## src/rtl/u109_pkg.sv

```systemverilog
`default_nettype none
// ============================================================================
// Module      : u109_pkg
// Description : Shared constants for the U109 PCI reset / interrupt block.
// Revision    : 1.0 - initial release
// ============================================================================
package u109_pkg;

  localparam int c_CNT_W           = 16;
  localparam int c_RST_ASSERT_DEF  = 40000;
  localparam int c_RST_RECOVER_DEF = 4000;

  typedef logic [c_CNT_W-1:0] cnt_t;
  typedef logic [1:0]         state_t;

  localparam logic [1:0] c_ST_POR_HOLD = 2'd0;
  localparam logic [1:0] c_ST_RECOVER  = 2'd1;
  localparam logic [1:0] c_ST_IDLE     = 2'd2;
  localparam logic [1:0] c_ST_SW_HOLD  = 2'd3;

endpackage
`default_nettype wire

```

## src/rtl/u109_int_sync.sv

```systemverilog
`default_nettype none
// ============================================================================
// Module      : u109_int_sync
// Description : 4-wide INTx synchroniser; optional 3-sample glitch filter
//               enabled by U109_INT_FILTER_EN.
// Revision    : 1.0 - initial release
// ============================================================================
module u109_int_sync
  import u109_pkg::*;
(
  input  logic       CLK40,
  input  logic       RESETn,
  input  logic [3:0] INTn,
  output logic [3:0] int_syncn
);

  logic [3:0] r_meta;
  logic [3:0] r_sync;

  always_ff @(posedge CLK40 or negedge RESETn) begin
    if (!RESETn) begin
      r_meta <= 4'hF;
      r_sync <= 4'hF;
    end else begin
      r_meta <= INTn;
      r_sync <= r_meta;
    end
  end

`ifdef U109_INT_FILTER_EN
  logic [3:0] r_hist0;
  logic [3:0] r_hist1;
  logic [3:0] r_filt;
  logic [3:0] w_agree;
  logic [3:0] w_filt;

  // The current sample and the two before it must match for the output to move.
  assign w_agree = ~(r_sync ^ r_hist0) & ~(r_sync ^ r_hist1);
  assign w_filt  = (w_agree & r_sync) | (~w_agree & r_filt);

  always_ff @(posedge CLK40 or negedge RESETn) begin
    if (!RESETn) begin
      r_hist0 <= 4'hF;
      r_hist1 <= 4'hF;
      r_filt  <= 4'hF;
    end else begin
      r_hist0 <= r_sync;
      r_hist1 <= r_hist0;
      r_filt  <= w_filt;
    end
  end

  assign int_syncn = w_filt;
`else
  assign int_syncn = r_sync;
`endif

endmodule
`default_nettype wire

```

## src/rtl/u109_pci_reset_int.sv

```systemverilog
`default_nettype none
// ============================================================================
// Module      : u109_pci_reset_int
// Description : PCI_RSTn power-on / software reset sequencer and INTx
//               concentrator. Optional filter macro: U109_INT_FILTER_EN.
// Revision    : 1.0 - initial release
// ============================================================================
module u109_pci_reset_int
  import u109_pkg::*;
#(
  parameter int RST_ASSERT_CYCLES  = c_RST_ASSERT_DEF,
  parameter int RST_RECOVER_CYCLES = c_RST_RECOVER_DEF
) (
  input  logic       CLK40,
  input  logic       RESETn,
  input  logic       REG_PCI_RESET,
  input  logic       INT_ENn,
  input  logic [3:0] INTn,
  output logic       PCI_RSTn,
  output logic       PCI_RESET_BUSY,
  output logic       INT_STATUSn,
  output logic       INT2n
);

  localparam cnt_t c_ASSERT_LAST  = cnt_t'(RST_ASSERT_CYCLES - 1);
  localparam cnt_t c_RECOVER_LAST = cnt_t'(RST_RECOVER_CYCLES - 1);

  state_t     r_state;
  state_t     w_state_nxt;
  cnt_t       r_cnt;
  cnt_t       w_cnt_nxt;
  logic       r_sw_req;
  logic [3:0] w_int_syncn;

  u109_int_sync u_int_sync (
    .CLK40     (CLK40),
    .RESETn    (RESETn),
    .INTn      (INTn),
    .int_syncn (w_int_syncn)
  );

  always_comb begin
    w_state_nxt = r_state;
    w_cnt_nxt   = r_cnt + cnt_t'(1);
    case (r_state)
      c_ST_POR_HOLD: begin
        if (r_cnt == c_ASSERT_LAST) begin
          w_state_nxt = c_ST_RECOVER;
          w_cnt_nxt   = '0;
        end
      end
      c_ST_RECOVER: begin
        if (r_sw_req) begin
          w_state_nxt = c_ST_SW_HOLD;
          w_cnt_nxt   = '0;
        end else if (r_cnt == c_RECOVER_LAST) begin
          w_state_nxt = c_ST_IDLE;
          w_cnt_nxt   = '0;
        end
      end
      c_ST_IDLE: begin
        w_cnt_nxt = '0;
        if (r_sw_req) begin
          w_state_nxt = c_ST_SW_HOLD;
        end
      end
      c_ST_SW_HOLD: begin
        // Saturate so an early clear cannot shorten the pulse.
        if (r_cnt == c_ASSERT_LAST) begin
          w_cnt_nxt = r_cnt;
          if (!r_sw_req) begin
            w_state_nxt = c_ST_RECOVER;
            w_cnt_nxt   = '0;
          end
        end
      end
      default: begin
        w_state_nxt = c_ST_POR_HOLD;
        w_cnt_nxt   = '0;
      end
    endcase
  end

  always_ff @(posedge CLK40 or negedge RESETn) begin
    if (!RESETn) begin
      r_state        <= c_ST_POR_HOLD;
      r_cnt          <= '0;
      r_sw_req       <= 1'b0;
      PCI_RSTn       <= 1'b0;
      PCI_RESET_BUSY <= 1'b1;
      INT_STATUSn    <= 1'b1;
      INT2n          <= 1'b1;
    end else begin
      r_state        <= w_state_nxt;
      r_cnt          <= w_cnt_nxt;
      r_sw_req       <= REG_PCI_RESET;
      PCI_RSTn       <= (w_state_nxt == c_ST_RECOVER) || (w_state_nxt == c_ST_IDLE);
      PCI_RESET_BUSY <= (w_state_nxt != c_ST_IDLE);
      INT_STATUSn    <= &w_int_syncn;
      INT2n          <= INT_STATUSn | INT_ENn | PCI_RESET_BUSY;
    end
  end

endmodule
`default_nettype wire

```

## config.mk

```make
export PLATFORM = sky130hd
export DESIGN_NAME = u109_pci_reset_int
export DESIGN_NICKNAME = d
export VERILOG_FILES = /design/src/rtl/u109_pkg.sv /design/src/rtl/u109_int_sync.sv /design/src/rtl/u109_pci_reset_int.sv
export SDC_FILE = /design/constraint.sdc
export NUM_CORES = 1
export LEC_CHECK = 0
export CORE_MARGIN = 2
export CORE_UTILIZATION = 55
export CTS_CLUSTER_DIAMETER = 30
export DETAILED_ROUTE_END_ITERATION = 12
export GPL_ROUTABILITY_DRIVEN = 1
export GPL_TIMING_DRIVEN = 0
export PLACE_DENSITY = 0.76
export SYNTH_ARGS = -nofsm -noshare
export SYNTH_HDL_FRONTEND = slang
export SYNTH_SLANG_ARGS = --single-unit
```

## constraint.sdc

```tcl
create_clock -name CLK40 -period 5.4 [get_ports CLK40]
set_input_delay 0.81 -clock CLK40 [delete_from_list [all_inputs] [get_ports CLK40]]
set_output_delay 0.81 -clock CLK40 [all_outputs]
set_load 0.02 [all_outputs]
```

== Yosys cells after proc, flatten, opt, wreduce, memory -nomap -nowiden ==
Index checks and enable logic that the tools add are counted.

* Register bits after elaboration: 31
* Latch bits: 0
* Memory bits (writable): 0
* Memory bits (read-only): 0
* Output and inout bits: 4
* Logic and storage cells: 37
* Memories: 0

* Add/subtract/negate cells: 1
* Multiply operators: 0
* Divide/modulo/power cells: 0
* Magnitude comparators: 0
* Eq/ne operators: 9
* Shifts and indexed selects: 0
* Multiplexer cells: 13
* Bitwise gates (word level): 2
* Reductions and logical operators: 3

{| class="wikitable"
|+ Operators by type and width
! operator !! count
|-
| two-way mux 16 bit || 5
|-
| one-hot mux 16 bit (4 select lines) || 1
|-
| adder 16 x 1 -> 16 bit (second input constant) || 1
|-
| == test 16 x 12 -> 1 bit (second input constant) || 1
|-
| == test 16 bit (second input constant) || 1
|-
| two-way mux 2 bit || 6
|-
| one-hot mux 2 bit (4 select lines) || 1
|-
| == test 2 bit (second input constant) || 3
|-
| == test 2 x 1 -> 1 bit (second input constant) || 2
|-
| AND reduction 4 bit || 1
|-
| != test 3 bit (second input constant) || 1
|-
| logical NOT 2 bit || 1
|-
| != test 2 bit (second input constant) || 1
|-
| OR 1 bit || 2
|-
| logical OR 1 bit || 1
|}

== Logic depth before layout (Yosys ltp) ==
Gate-level depths: netlist of the first run.

* Word-level depth: 6
* Gate-level depth with buffers: 7
* Depth with buffers taken out: 7

== Cells and area by module ==
From an unflattened synthesis of the first run, not the netlist that was laid out.

* Cell total of the unflattened synthesis: 134
* Area total of the unflattened synthesis: 1566.5 um^2

{| class="wikitable"
|+ Modules (own cells, without submodules)
! module !! instances !! cells an instance !! area each (um^2) !! seq. area each (um^2)
|-
| u109_pci_reset_int || 1 || 126 || 1356.3 || 579.3
|-
| u109_int_sync || 1 || 8 || 210.2 || 210.2
|}

== Worst setup path before layout of the first run ==
Ideal clock, no wire load.

* Kind: register to register
* Start: reg r_cnt[0]
* End: reg PCI_RSTn
* Setup time: 0.063 ns
* Arrival time: 1.941 ns
* Required time: 5.337 ns
* Path slack: 3.396 ns
* Cell stages (with the launch flop): 8
* Buffers on the path: 0
* Cells stage by stage: dfrtp_1 ha_1 nand4_2 nor4_1 a21oi_1 o32ai_1 ha_1 inv_1

* Cells in the longest elaborated chain, start to end: 6
* Elaborated cells between the ends (all ways): 10

{| class="wikitable"
|+ RTL lines
! item !! RTL line !! text
|-
| start: declaration || u109_pci_reset_int.sv:30 || <nowiki>cnt_t r_cnt;</nowiki>
|-
| start signal: assignment || u109_pci_reset_int.sv:95 || <nowiki>r_cnt <= w_cnt_nxt;</nowiki>
|-
| == test 16 x 12 -> 1 bit || u109_pci_reset_int.sv:56 || <nowiki>end else if (r_cnt == c_RECOVER_LAST) begin</nowiki>
|-
| two-way mux 2 bit || u109_pci_reset_int.sv:56 ||
|-
| two-way mux 2 bit || u109_pci_reset_int.sv:53 || <nowiki>if (r_sw_req) begin</nowiki>
|-
| one-hot mux 2 bit (4 select lines) * || u109_pci_reset_int.sv:45 || <nowiki>case (r_state)</nowiki>
|-
| == test 2 x 1 -> 1 bit / == test 2 bit (equally long branches) || u109_pci_reset_int.sv:97 || <nowiki>PCI_RSTn <= (w_state_nxt == c_ST_RECOVER) || (w_state_nxt == c_ST_IDLE);</nowiki>
|-
| logical OR 1 bit * || u109_pci_reset_int.sv:97 ||
|-
| end signal: assignment || u109_pci_reset_int.sv:97 ||
|-
| end: declaration || u109_pci_reset_int.sv:19 || <nowiki>output logic PCI_RSTn,</nowiki>
|}

Every way passes the cells marked *; elsewhere a longest branch is shown, timed or not.
A chain may end at the register's enable or synchronous reset.

== Final worst setup path of the first run ==
Ends and elaborated chain as after synthesis.

==> metrics.md, run 1 <==
| Metric | Value |
|---|---|
| Cell taking the most area after synthesis | `dfrtp_1` |
| DRC violation count after routing | `0` |
| DIE AREA | `0.00314 mm2` |
| Hold Startpoint | `u_int_sync.r_meta[2]` |
| Clock buffer count from CTS | `5` |
| CTS H-Tree Depth | `2` |
| Die width | `56.1 um` |
| Synth Net Count | `148` |
| Leading post-synthesis cells by cell area | `dfrtp_1 (34%), dfstp_2 (19%), ha_1 (5.9%), xnor2_1 (5.3%), a21oi_1 (3.0%)` |
| Final Max Slew Viols | `0` |
| Number of max-cap violations | `0` |
| Cell Chain, Critical Path | `ha_1, nand4_2, nor4_1, a21oi_1, o32ai_1, ha_1, inv_1` |
| Share of cells above drive strength 1 | `19.1%` |
| Worst-path fanout max | `9` |
| Via count | `1,078` |
| R2r setup slk | `2940 ps` |
| Port Buf Inserts | `11` |
| Final setup vio count | `0` |
| Minimum clock period | `2460 ps` |
| R2R depth | `7` |
| DR iter-0 viols | `47` |
| Hold_buf cts | `0` |
| Pwr/cell area | `257 mW/mm2` |
| Largest net degree at the start of global routing | `32` |
| Total gr overflow | `0` |
| Final hold viol count | `0` |
| Fin crit share | `45.6%` |
| Initial antenna violation count | `0` |
| Max IR drop VDD | `0.218 mV` |
| Share of the yosys chip area belonging to registers | `52.9%` |
| First-pass GRT wire length | `4770 um` |
| Synthesis-to-finish area growth | `15.4%` |
| CTS tree | `yes` |
| Final instance area | `0.00172 mm2` |
| Die H | `56.1 um` |
| Final Util | `68.2%` |
| Number of setup buffers added after CTS | `0` |
| Vias in the first global route | `1,040` |
| Post-synth EDFFs | `0` |
| Vias per cell | `5.92` |
| Post-DR wirelength/cell | `15.3 um` |
| Post-Synthesis Cell Area | `0.00149 mm2` |
| Min-Delay Endpoint | `u_int_sync.int_syncn[2]` |
| Syn Area/Cell | `11.2 um2` |
| CP Class | `register to register` |
| Worst Skew | `5.75 ps` |
| Bufs on Longest Clock Path | `2` |
| Critical Path Max Stage Delay | `610 ps` |
| Core Box Area | `0.00252 mm2` |
| Ys Warns | `0` |
| Fmax | `406 MHz` |
| RSZ-0062 raised after global routing | `no` |
| Standard-cell rows | `18` |
| Ys flop type | `dfrtp_1` |
| Worst skew pair latency | `340 ps` |
| CP Launch Type | `register` |
| CP arrival | `2750 ps` |
| Post-CTS sizing | `0` |
| Gr usage total | `20.1%` |
| Post-route ant nets | `0` |
| Least-Margin Pin Slew | `678 ps` |
| CP required | `5690 ps` |
| Clock transition at the registers of the reported paths | `100 ps` |
| Clk root buf | `clkbuf_4` |
| HP Class | `register to register` |
| Placed Area | `0.00164 mm2` |
| Ys async rst share | `100%` |
| Status | `finished clean` |
| Syn Inst Count | `133` |
| Lkg Pwr | `0.000695 uW` |
| Slowest stage cell, crit path | `nor4_1` |
| Yosys reg bits | `31` |
| Final wirelength | `2790 um` |
| Sink Count | `31` |
| Synth top area share | `33.6%` |
| Reg2Reg Launch Point | `r_cnt[0]` |
| TNS Setup | `0 ps` |
| CP Capture Type | `register` |
| Final GP Congestion | `0.858` |
| Synth unique cells | `39` |
| Starting Density | `59.1%` |
| Min Hold Slack | `359 ps` |
| 1st-pass router iterations | `4` |
| Fin nets | `166` |
| Hold Path Stages | `0` |
| Ports | `12` |
| Reg2Reg Capture Point | `PCI_RSTn` |
| Relative slew slack | `54.8%` |
| Hpwl dp | `1960 um` |
| Ant diodes | `0` |
| Cell mode on critical path | `ha_1` |
-- logic make-up after synthesis --
kind of cell    after synthesis  share of synthesized area (%)
fa+ha+maj                     7                           5.87
simple gates                 41                           17.3
flops                        31                           52.9
compound gates               30                           13.8
buf+inv                      13                           3.61
xor+xnor                     10                           5.87
mux                           1                          0.671
-- critical path, delay by kind of cell (launching register included) --
family                     cells  cell delay [ps]
adders and majority gates      2              540
and+or+nand+nor                2              910
DFF                            1              440
buffers and inverters          1               50
AOI/OAI and AO/OA              2              470
-- stage by stage --
| stage | setup slack, ps | total power [uW] | cells |
|---|---|---|---|
| after floorplan | 3400 | 245 | 133 |
| after global placement | 3060 | 254 | 174 |
| after detailed placement | 3000 | 255 | 174 |
| after CTS | 2970 | 445 | 182 |
| after global routing | 2720 | 459 | 182 |
| final | 2940 | 441 | 182 |
-- cell usage in the layout, fill, tap and decap left out, types with 2 or more instances in the layout --
cell type        Yosys  final
dfrtp_1             20     20
dfstp_2             11     11
inv_1               10     10
clkdlybuf4s50_1      0     10
a21oi_1              9      9
xnor2_1              9      9
nor2_1               7      7
o21ai_0              7      7
ha_1                 7      7
nand2_1              6      6
nand3_1              5      5
nor3_1               5      5
clkbuf_4             0      5
nand4_1              4      4
nor4_1               4      4
o32ai_1              3      3
o22ai_1              2      2
buf_2                1      2
-- how the worst max path moves through the flow --
stage,start,end,slack [ps],cells after the start
finish,r_cnt[0],PCI_RSTn,2940,7
global route,r_cnt[0],PCI_RSTn,2720,7
CTS,r_cnt[0],PCI_RSTn,2970,7
floorplan,r_cnt[0],PCI_RSTn,3400,7
global placement,RESETn,r_state[1],3060,1
detailed placement,RESETn,r_state[0],3000,1
-- metal layers --
layer	routed length [um]	vias to the layer above	GRT usage, %
li1	-	525	-
met1	1300	520	26.8
met2	1290	27	29.2
met3	158	6	6.98
met4	46	0	9.52
met5	0	-	0
-- Yosys cell counts (all sizes together), types with 3 or more instances --
library cell,number
a21oi,9
dfrtp,20
nand2,6
o32ai,3
dfstp,11
nor3,5
xnor2,9
nand3,5
o21ai,7
inv,10
nand4,5
nor2,7
ha,7
nor4,5
-- where the power goes --
group	internal [uW]	switching, uW	leakage [uW]
combinational	4.86	5.49	0.000268
sequential	238	1.57	0.000378
clock	109	81.9	0.0000482
total	352	89.0	0.000695
-- area by class of cell --
type | instances | area [um2]
buffer | 3 | 16.3
clock buffer | 6 | 51.3
clock inverter | 2 | 35.0
fill | 197 | 802
inverter | 10 | 37.5
multi-input combinational | 89 | 648
sequential | 31 | 790
tap | 30 | 37.5
timing repair buffer | 11 | 105
-- sequential cells by signal (all words and copies together), names as in the netlist --
register	cells
INT2n	1
INT_STATUSn	1
PCI_RESET_BUSY	1
PCI_RSTn	1
r_cnt	16
r_state	2
r_sw_req	1
u_int_sync.int_syncn	4
u_int_sync.r_meta	4
Power figures use the tool's default switching activity.
==> run 2: changes to the inputs <==
==> constraint.sdc (replaced) <==
create_clock -name CLK40 -period 2.5 [get_ports CLK40]
set_input_delay 0.375 -clock CLK40 [delete_from_list [all_inputs] [get_ports CLK40]]
set_output_delay 0.375 -clock CLK40 [all_outputs]
set_load 0.02 [all_outputs]
==> run 2 against run 1 <==
Against the previous run:
- setup slack lost 2700 ps
- clock skew rose by 0.76 ps
- combinational power grew 120%
- power up 120%
- first-iteration DRC count fell by 2.1%
- global-route usage is the same
- design area rose by 0.87%
==> metrics.md, run 2 (synthesis results as in run 1) <==
| Metric | Value |
|---|---|
| CTS tree | `yes` |
| CP Capture Type | `register` |
| CP required | `2750 ps (-2940 ps)` |
| Via count | `1,083 (+0.46%)` |
| Post-DR wirelength/cell | `15.2 um (-0.75%)` |
| Worst-path fanout max | `10 (+1)` |
| Post-CTS sizing | `0 (unchanged)` |
| Filler cells | `194 (-1.5%)` |
| 1st-pass router iterations | `4 (unchanged)` |
| Final GP Congestion | `0.858 (unchanged)` |
| Min Hold Slack | `72.0 ps (-287 ps)` |
| Final setup vio count | `0 (unchanged)` |
| Final hold viol count | `0 (unchanged)` |
| Die width | `56.1 um (unchanged)` |
| Post-route ant nets | `0 (unchanged)` |
| Standard-cell rows | `18 (unchanged)` |
| RSZ-0062 raised after global routing | `no` |
| Fin nets | `166 (unchanged)` |
| Starting Density | `59.1% (unchanged)` |
| CP arrival | `2510 ps (-240 ps)` |
| Commonest cells after routing, fill and taps aside | `dfrtp_1 (20), dfstp_2 (11), inv_1 (10), clkdlybuf4s50_1 (10)` |
| Ant diodes | `0 (unchanged)` |
| Core Box Area | `0.00252 mm2 (unchanged)` |
| Fmax | `443 MHz (+9.0%)` |
| Synthesis-to-finish area growth | `16.4%` |
| Final wirelength | `2770 um (-0.75%)` |
| Pwr/cell area | `547 mW/mm2 (+110%)` |
| Least-Margin Pin Slew | `676 ps (-2.53 ps)` |
| Bufs on Longest Clock Path | `2 (unchanged)` |
| Worst Slack Setup Final | `241 ps (-2700 ps)` |
| Clock buffer count from CTS | `5 (unchanged)` |
| Vias per cell | `5.95 (+0.46%)` |
| CP Launch Type | `register` |
| Clk root buf | `clkbuf_4` |
| Relative slew slack | `54.9% (+0.17 points)` |
| Sink Count | `31 (unchanged)` |
| Hold_buf cts | `0 (unchanged)` |
| Number of setup buffers added after CTS | `0 (unchanged)` |
| Register name with the most flops | `r_cnt` |
| Final Max Slew Viols | `0 (unchanged)` |
| Vias in the first global route | `1,040 (unchanged)` |
| Largest net degree at the start of global routing | `32 (unchanged)` |
| Max IR drop VDD | `0.471 mV (+120%)` |
| Minimum clock period | `2260 ps (-202 ps)` |
| DIE AREA | `0.00314 mm2 (unchanged)` |
| Lkg Pwr | `0.000695 uW (about the same)` |
| DR iter-0 viols | `46 (-2.1%)` |
| Max reg flops | `16 (unchanged)` |
| DRC violation count after routing | `0 (unchanged)` |
| CTS H-Tree Depth | `2 (unchanged)` |
| Gr usage total | `20.1% (unchanged)` |
| HP Class | `primary input to asynchronous set/reset pin` |
| Fin crit share | `90.4% (+45 points)` |
| Worst Skew | `6.51 ps (+0.759 ps)` |
| Die H | `56.1 um (unchanged)` |
| Status | `finished clean` |
| Share of cells above drive strength 1 | `19.7% (+0.66 points)` |
| Ports | `12 (unchanged)` |
| Worst skew pair latency | `330 ps (about the same)` |
| Initial antenna violation count | `0 (unchanged)` |
| Pre-CTS WS | `99.1 ps (-2900 ps)` |
| Hpwl dp | `1960 um (unchanged)` |
| First-pass GRT wire length | `4770 um (unchanged)` |
| Number of max-cap violations | `0 (unchanged)` |
| Port Buf Inserts | `11 (unchanged)` |
| CP Class | `register to register` |
| TNS Setup | `0 ps (unchanged)` |
| Total gr overflow | `0 (unchanged)` |
| Most common cell after layout, fill and taps aside | `dfrtp_1` |
| Clock transition at the registers of the reported paths | `100 ps (about the same)` |
-- run 2: routing by layer --
metal	part of all wire (%)	up-vias	GRT usage [%]	wire [um]
met5	0	-	0	0
met4	0.43	0	9.52	12
met3	5.2	2	6.98	145
met2	48	31	29.2	1320
met1	47	521	26.8	1300
li1	-	529	-	-
-- run 2: critical path: stages (launching register included) --
cell and delay, ps:
dfrtp_1 430, ha_1 260, nand4_2 320, nor4_4 500, nand3_1 260, buf_2 260
a21oi_1 150
-- run 2: path summary, 6_finish.rpt --
path                                       from                      end  slack, ps  cells after the start
max                                    r_cnt[0]                r_cnt[12]        240                      6
max reg2reg                            r_cnt[0]                r_cnt[12]        240                      6
min                                      RESETn                 r_cnt[3]         70                      1
max in group asynchronous                RESETn                r_cnt[13]       1990                      1
min in group CLK40         u_int_sync.r_meta[2]  u_int_sync.int_syncn[2]        360                      0
min reg2reg                u_int_sync.r_meta[2]  u_int_sync.int_syncn[2]        360                      0
-- run 2: layout make-up --
class                   instances  area (um2)  area share [%]
flip-flops and latches         31         790            45.5
multi-input cells              89         663            38.2
repair buffers                 11         105            6.06
clock buffers                   6        51.3            2.96
inverters                      10        37.5            2.16
well taps                      30        37.5            2.16
clock inverters                 2        35.0            2.02
plain buffers                   3        16.3           0.937
-- run 2: report_power, final --
| group | leakage (uW) | internal, uW | switching (uW) |
|---|---|---|---|
| clock network | 0.0000482 | 236 | 173 |
| registers | 0.000378 | 515 | 3.40 |
| logic | 0.000268 | 10.5 | 11.8 |
| total | 0.000695 | 761 | 188 |
-- run 2: metrics by stage --
stage               area, um2  utilization (%)  instances  total power (uW)
detailed placement       1640             65.0        174               551
finish                   1740             68.8        182               949
global route             1740             68.8        182               990
floorplan                1490                -        133               528
CTS                      1730             68.4        182               961
global placement         1640             65.0        174               550
==> RTL change 1: new RTL, settings of run 2 <==
Register the output `INT_STATUSn` once more, cleared by the reset; this adds one clock of latency there. The other outputs are not delayed to match.
--- a/src/rtl/u109_pci_reset_int.sv
+++ b/src/rtl/u109_pci_reset_int.sv
@@ -24,6 +24,8 @@
 
   localparam cnt_t c_ASSERT_LAST  = cnt_t'(RST_ASSERT_CYCLES - 1);
   localparam cnt_t c_RECOVER_LAST = cnt_t'(RST_RECOVER_CYCLES - 1);
+
+  logic INT_STATUSn_s0;
 
   state_t     r_state;
   state_t     w_state_nxt;
@@ -88,7 +90,7 @@
       r_sw_req       <= 1'b0;
       PCI_RSTn       <= 1'b0;
       PCI_RESET_BUSY <= 1'b1;
-      INT_STATUSn    <= 1'b1;
+      INT_STATUSn_s0 <= 1'b1;
       INT2n          <= 1'b1;
     end else begin
       r_state        <= w_state_nxt;
@@ -96,8 +98,16 @@
       r_sw_req       <= REG_PCI_RESET;
       PCI_RSTn       <= (w_state_nxt == c_ST_RECOVER) || (w_state_nxt == c_ST_IDLE);
       PCI_RESET_BUSY <= (w_state_nxt != c_ST_IDLE);
-      INT_STATUSn    <= &w_int_syncn;
-      INT2n          <= INT_STATUSn | INT_ENn | PCI_RESET_BUSY;
+      INT_STATUSn_s0 <= &w_int_syncn;
+      INT2n          <= INT_STATUSn_s0 | INT_ENn | PCI_RESET_BUSY;
+    end
+  end
+
+  always_ff @(posedge CLK40 or negedge RESETn) begin
+    if (!RESETn) begin
+      INT_STATUSn <= '0;
+    end else begin
+      INT_STATUSn <= INT_STATUSn_s0;
     end
   end
 
Check against the original RTL: not equivalent (a bounded check fails within 4 cycles, from zero or initial values and one cycle with RESETn low).
==> RTL change 1 against run 2 <==
  * Wire length increased by 3.5%
  * Setup slack got worse by 0.018 ns
  * Cell count increased by 1.1%
  * Synthesized area increased by 1.7%
  * Maximum frequency decreased by 0.80%
  * Final area increased by 0.43%
  * Sequential cell count increased by 1
  * Utilization decreased by 3.9 points
  * Die area increased by 1.6%
  * Total power decreased by 0.95%
  * Global-route usage increased by 0.28 points
  * Largest cell class unchanged
==> RTL change 1: results (changes against run 2) <==
dp_slack_ns: 0.102  # was 0.0991 ns
slowest_stage: "nor4_2"  # was nor4_4
vias: 1121  # was 1083
p_switching_uw: 189  # was 188 uW
final_cells: 184  # was 182
irDropWorstVdd_mv: 0.518  # was 0.471 mV
skew_ns: 0.00935  # was 0.00651 ns
worst_pin_slew_ns: 0.683  # was 0.676 ns
mappedNetlistNets: 149  # was 148
routed_wl_um: 2870  # was 2770 um
grt_pass1_wl_um: 4930  # was 4770 um
grt_max_degree: 33  # was 32
place.gp.congestion: 0.845  # was 0.858
r2r_cells: 7  # was 6
wl_met1_um: 1220  # was 1300 um
r2r_setup_slack_ns: 0.22  # was 0.24 ns
ys_top_cells_by_area: "dfrtp_1, dfstp_2, ha_1, xnor2_1, a21oi_1"  # unchanged
drt_iter0_drc: 49  # was 46
path_max_fanout: 9  # was 10
fillCellCount: 209  # was 194
multi_input_area_um2: 654  # was 663 um^2
fin_nets: 167  # was 166
placed_cell_area_mm2: 0.00167  # was 0.00164 mm^2
synth_commonest_cells: "dfrtp_1, dfstp_2, inv_1"  # unchanged
r2r_end: "PCI_RSTn"  # was r_cnt[12]
wl_met3_um: 164  # was 145 um
drive_above_1_share: 0.190  # was 0.197
holdWs_ns: 0.0666  # was 0.0720 ns
fin_crit_ns: 2.28  # was 2.26 ns
outcome: "finished clean"  # unchanged
grt_pass1_vias: 1087  # was 1040
ys_seq_area_frac: 0.537  # was 0.529
## RTL change 1: power groups by stage
stage	clock (mW)	combinational (mW)	sequential (mW)
after floorplan	0	0.00173	0.544
after global placement	0	0.0234	0.544
after detailed placement	0	0.0242	0.544
after CTS	0.387	0.0243	0.535
after global routing	0.417	0.0258	0.536
final	0.383	0.0225	0.535
## RTL change 1: metal layers
| metal | track usage | vias to the layer above |
|---|---|---|
| li1 | - | 526 |
| met1 | 0.271 | 555 |
| met2 | 0.316 | 36 |
| met3 | 0.0622 | 4 |
| met4 | 0.0748 | 0 |
| met5 | 0 | - |
## RTL change 1: cells by family after synthesis
kind of cell / synth area share
and+or+nand+nor: 0.170
DFF: 0.537
xor gates and xnor gates: 0.0578
muxes: 0.00660
adders and majority gates: 0.0578
AOI/OAI and AO/OA: 0.135
buffers and inverters: 0.0355
## RTL change 1: what timing repair did
item / in CTS / in global routing
endpoints found under the hold margin: 0 / 0
resized for setup: 0 / 1
setup buffers: 0 / 0
setup endpoints to repair: 0 / 8
==> RTL change 2: new RTL, flow settings as in run 2 <==
Made on the original files. The option `U109_INT_FILTER_EN` is turned on by a define.
--- a/src/rtl/u109_int_sync.sv
+++ b/src/rtl/u109_int_sync.sv
@@ -5,6 +5,8 @@
 //               enabled by U109_INT_FILTER_EN.
 // Revision    : 1.0 - initial release
 // ============================================================================
+`define U109_INT_FILTER_EN
+
 module u109_int_sync
   import u109_pkg::*;
 (
Formal check against the unedited RTL: not equivalent (Yosys sat finds a counterexample within 4 cycles, from zero or initial values and one cycle with RESETn low).
==> RTL change 2 against run 2 <==
  * Setup slack got worse by 0.074 ns
  * Maximum frequency down 3.2%
  * Final area is 28% higher
  * Largest cell class unchanged
  * Synthesized area increased by 30%
  * Sequential share of layout area grew 4.1 points
  * Sequential cell count up 12
  * Wire length rose by 30%
  * Total power is 36% higher
  * Critical path type unchanged
==> RTL change 2: results (changes against run 2) <==
synth_commonest_cells: "dfstp_2, dfrtp_1, o21ai_0"  # was dfrtp_1, dfstp_2, inv_1
ys_seq_area_frac: 0.569  # was 0.529
grt_pass1_wl_um: 6390  # was 4770 um
mappedNetlistNets: 185  # was 148
slowest_stage: "or4b_4"  # was nor4_4
met3_usage: 0.0643  # was 0.0698
wl_met1_um: 1460  # was 1300 um
drive_above_1_share: 0.217  # was 0.197
routed_wl_um: 3600  # was 2770 um
cts_resized: 2  # was 0
dp_slack_ns: -0.0891  # was 0.0991 ns
r2r_setup_slack_ns: 0.17  # was 0.24 ns
irDropWorstVdd_mv: 0.309  # was 0.471 mV
r2r_cells: 7  # was 6
dp_hpwl_um: 2510  # was 1960 um
slowest_delay_ns: 0.54  # was 0.50 ns
fmax_mhz: 429  # was 443 MHz
wl_met2_um: 1840  # was 1320 um
fillCellCount: 277  # was 194
grt_pass1_vias: 1424  # was 1040
path_max_fanout: 7  # was 10
crit_end: "PCI_RSTn"  # was r_cnt[12]
drt_iter0_drc: 43  # was 46
track_usage: 0.209  # was 0.201
place.gp.congestion: 0.843  # was 0.858
vias: 1386  # was 1083
arrival_ns: 2.60  # was 2.51 ns
grt.met1_usage: 0.241  # was 0.268
clk_pin_slew_ns: 0.12  # was 0.10 ns
worst_pin_slew_ns: 0.868  # was 0.676 ns
cellLeakagePower_nw: 0.954  # was 0.695 nW
outcome: "finished clean"  # unchanged
met2_usage: 0.350  # was 0.292
skew_ns: 0.00729  # was 0.00651 ns
==> RTL change 2: cell count changes after synthesis, sizes merged, moves of 4 or more <==
cell   delta
dfstp    +12
xor2      +6
nor2      -6
xnor2     -6
o21ai    +10
nor3      -4
==> RTL change 2: worst min path at each step <==
stage | to | slack, ns | cells past startpoint
after floorplan | PCI_RSTn | 0.08 | 0
after global routing | PCI_RSTn | 0.16 | 1
final | r_cnt[4] | 0.12 | 1
after CTS | r_cnt[5] | 0.14 | 1
after detailed placement | u_int_sync.r_sync[2] | 0.35 | 0
after global placement | u_int_sync.r_sync[0] | 0.35 | 0
==> RTL change 2: cell type report <==
cell class	count	area (um^2)	share of cell area
plain buffers	4	21.3	0.00956
clock buffers	7	66.3	0.0298
clock inverters	1	30.0	0.0135
inverters	11	41.3	0.0185
multi-input cells	112	800	0.359
flip-flops and latches	43	1100	0.496
well taps	46	57.6	0.0259
repair buffers	11	105	0.0472
==> RTL change 2: cell families after synthesis <==
logic type / Yosys count / share of synthesized area
XOR/XNOR: 10 / 0.0451
flip-flops: 43 / 0.569
AO/OA/AOI/OAI: 41 / 0.124
AND/OR/NAND/NOR: 52 / 0.174
multiplexers: 2 / 0.0103
buffers and inverters: 15 / 0.0322
adder cells (fa/ha/maj): 7 / 0.0451
==> RTL change 2: power breakdown <==
part	internal, mW	switching, mW	total, mW
combinational	0.0211	0.0270	0.0481
clock	0.272	0.218	0.490
sequential	0.739	0.0139	0.753
==> RTL change 2: stage by stage <==
step                cells  utilization  power (mW)
finish                235        0.662        1.29
CTS                   235        0.658        1.31
global route          235        0.662        1.36
global placement      227        0.628       0.810
floorplan             170            -       0.777
detailed placement    227        0.626       0.815
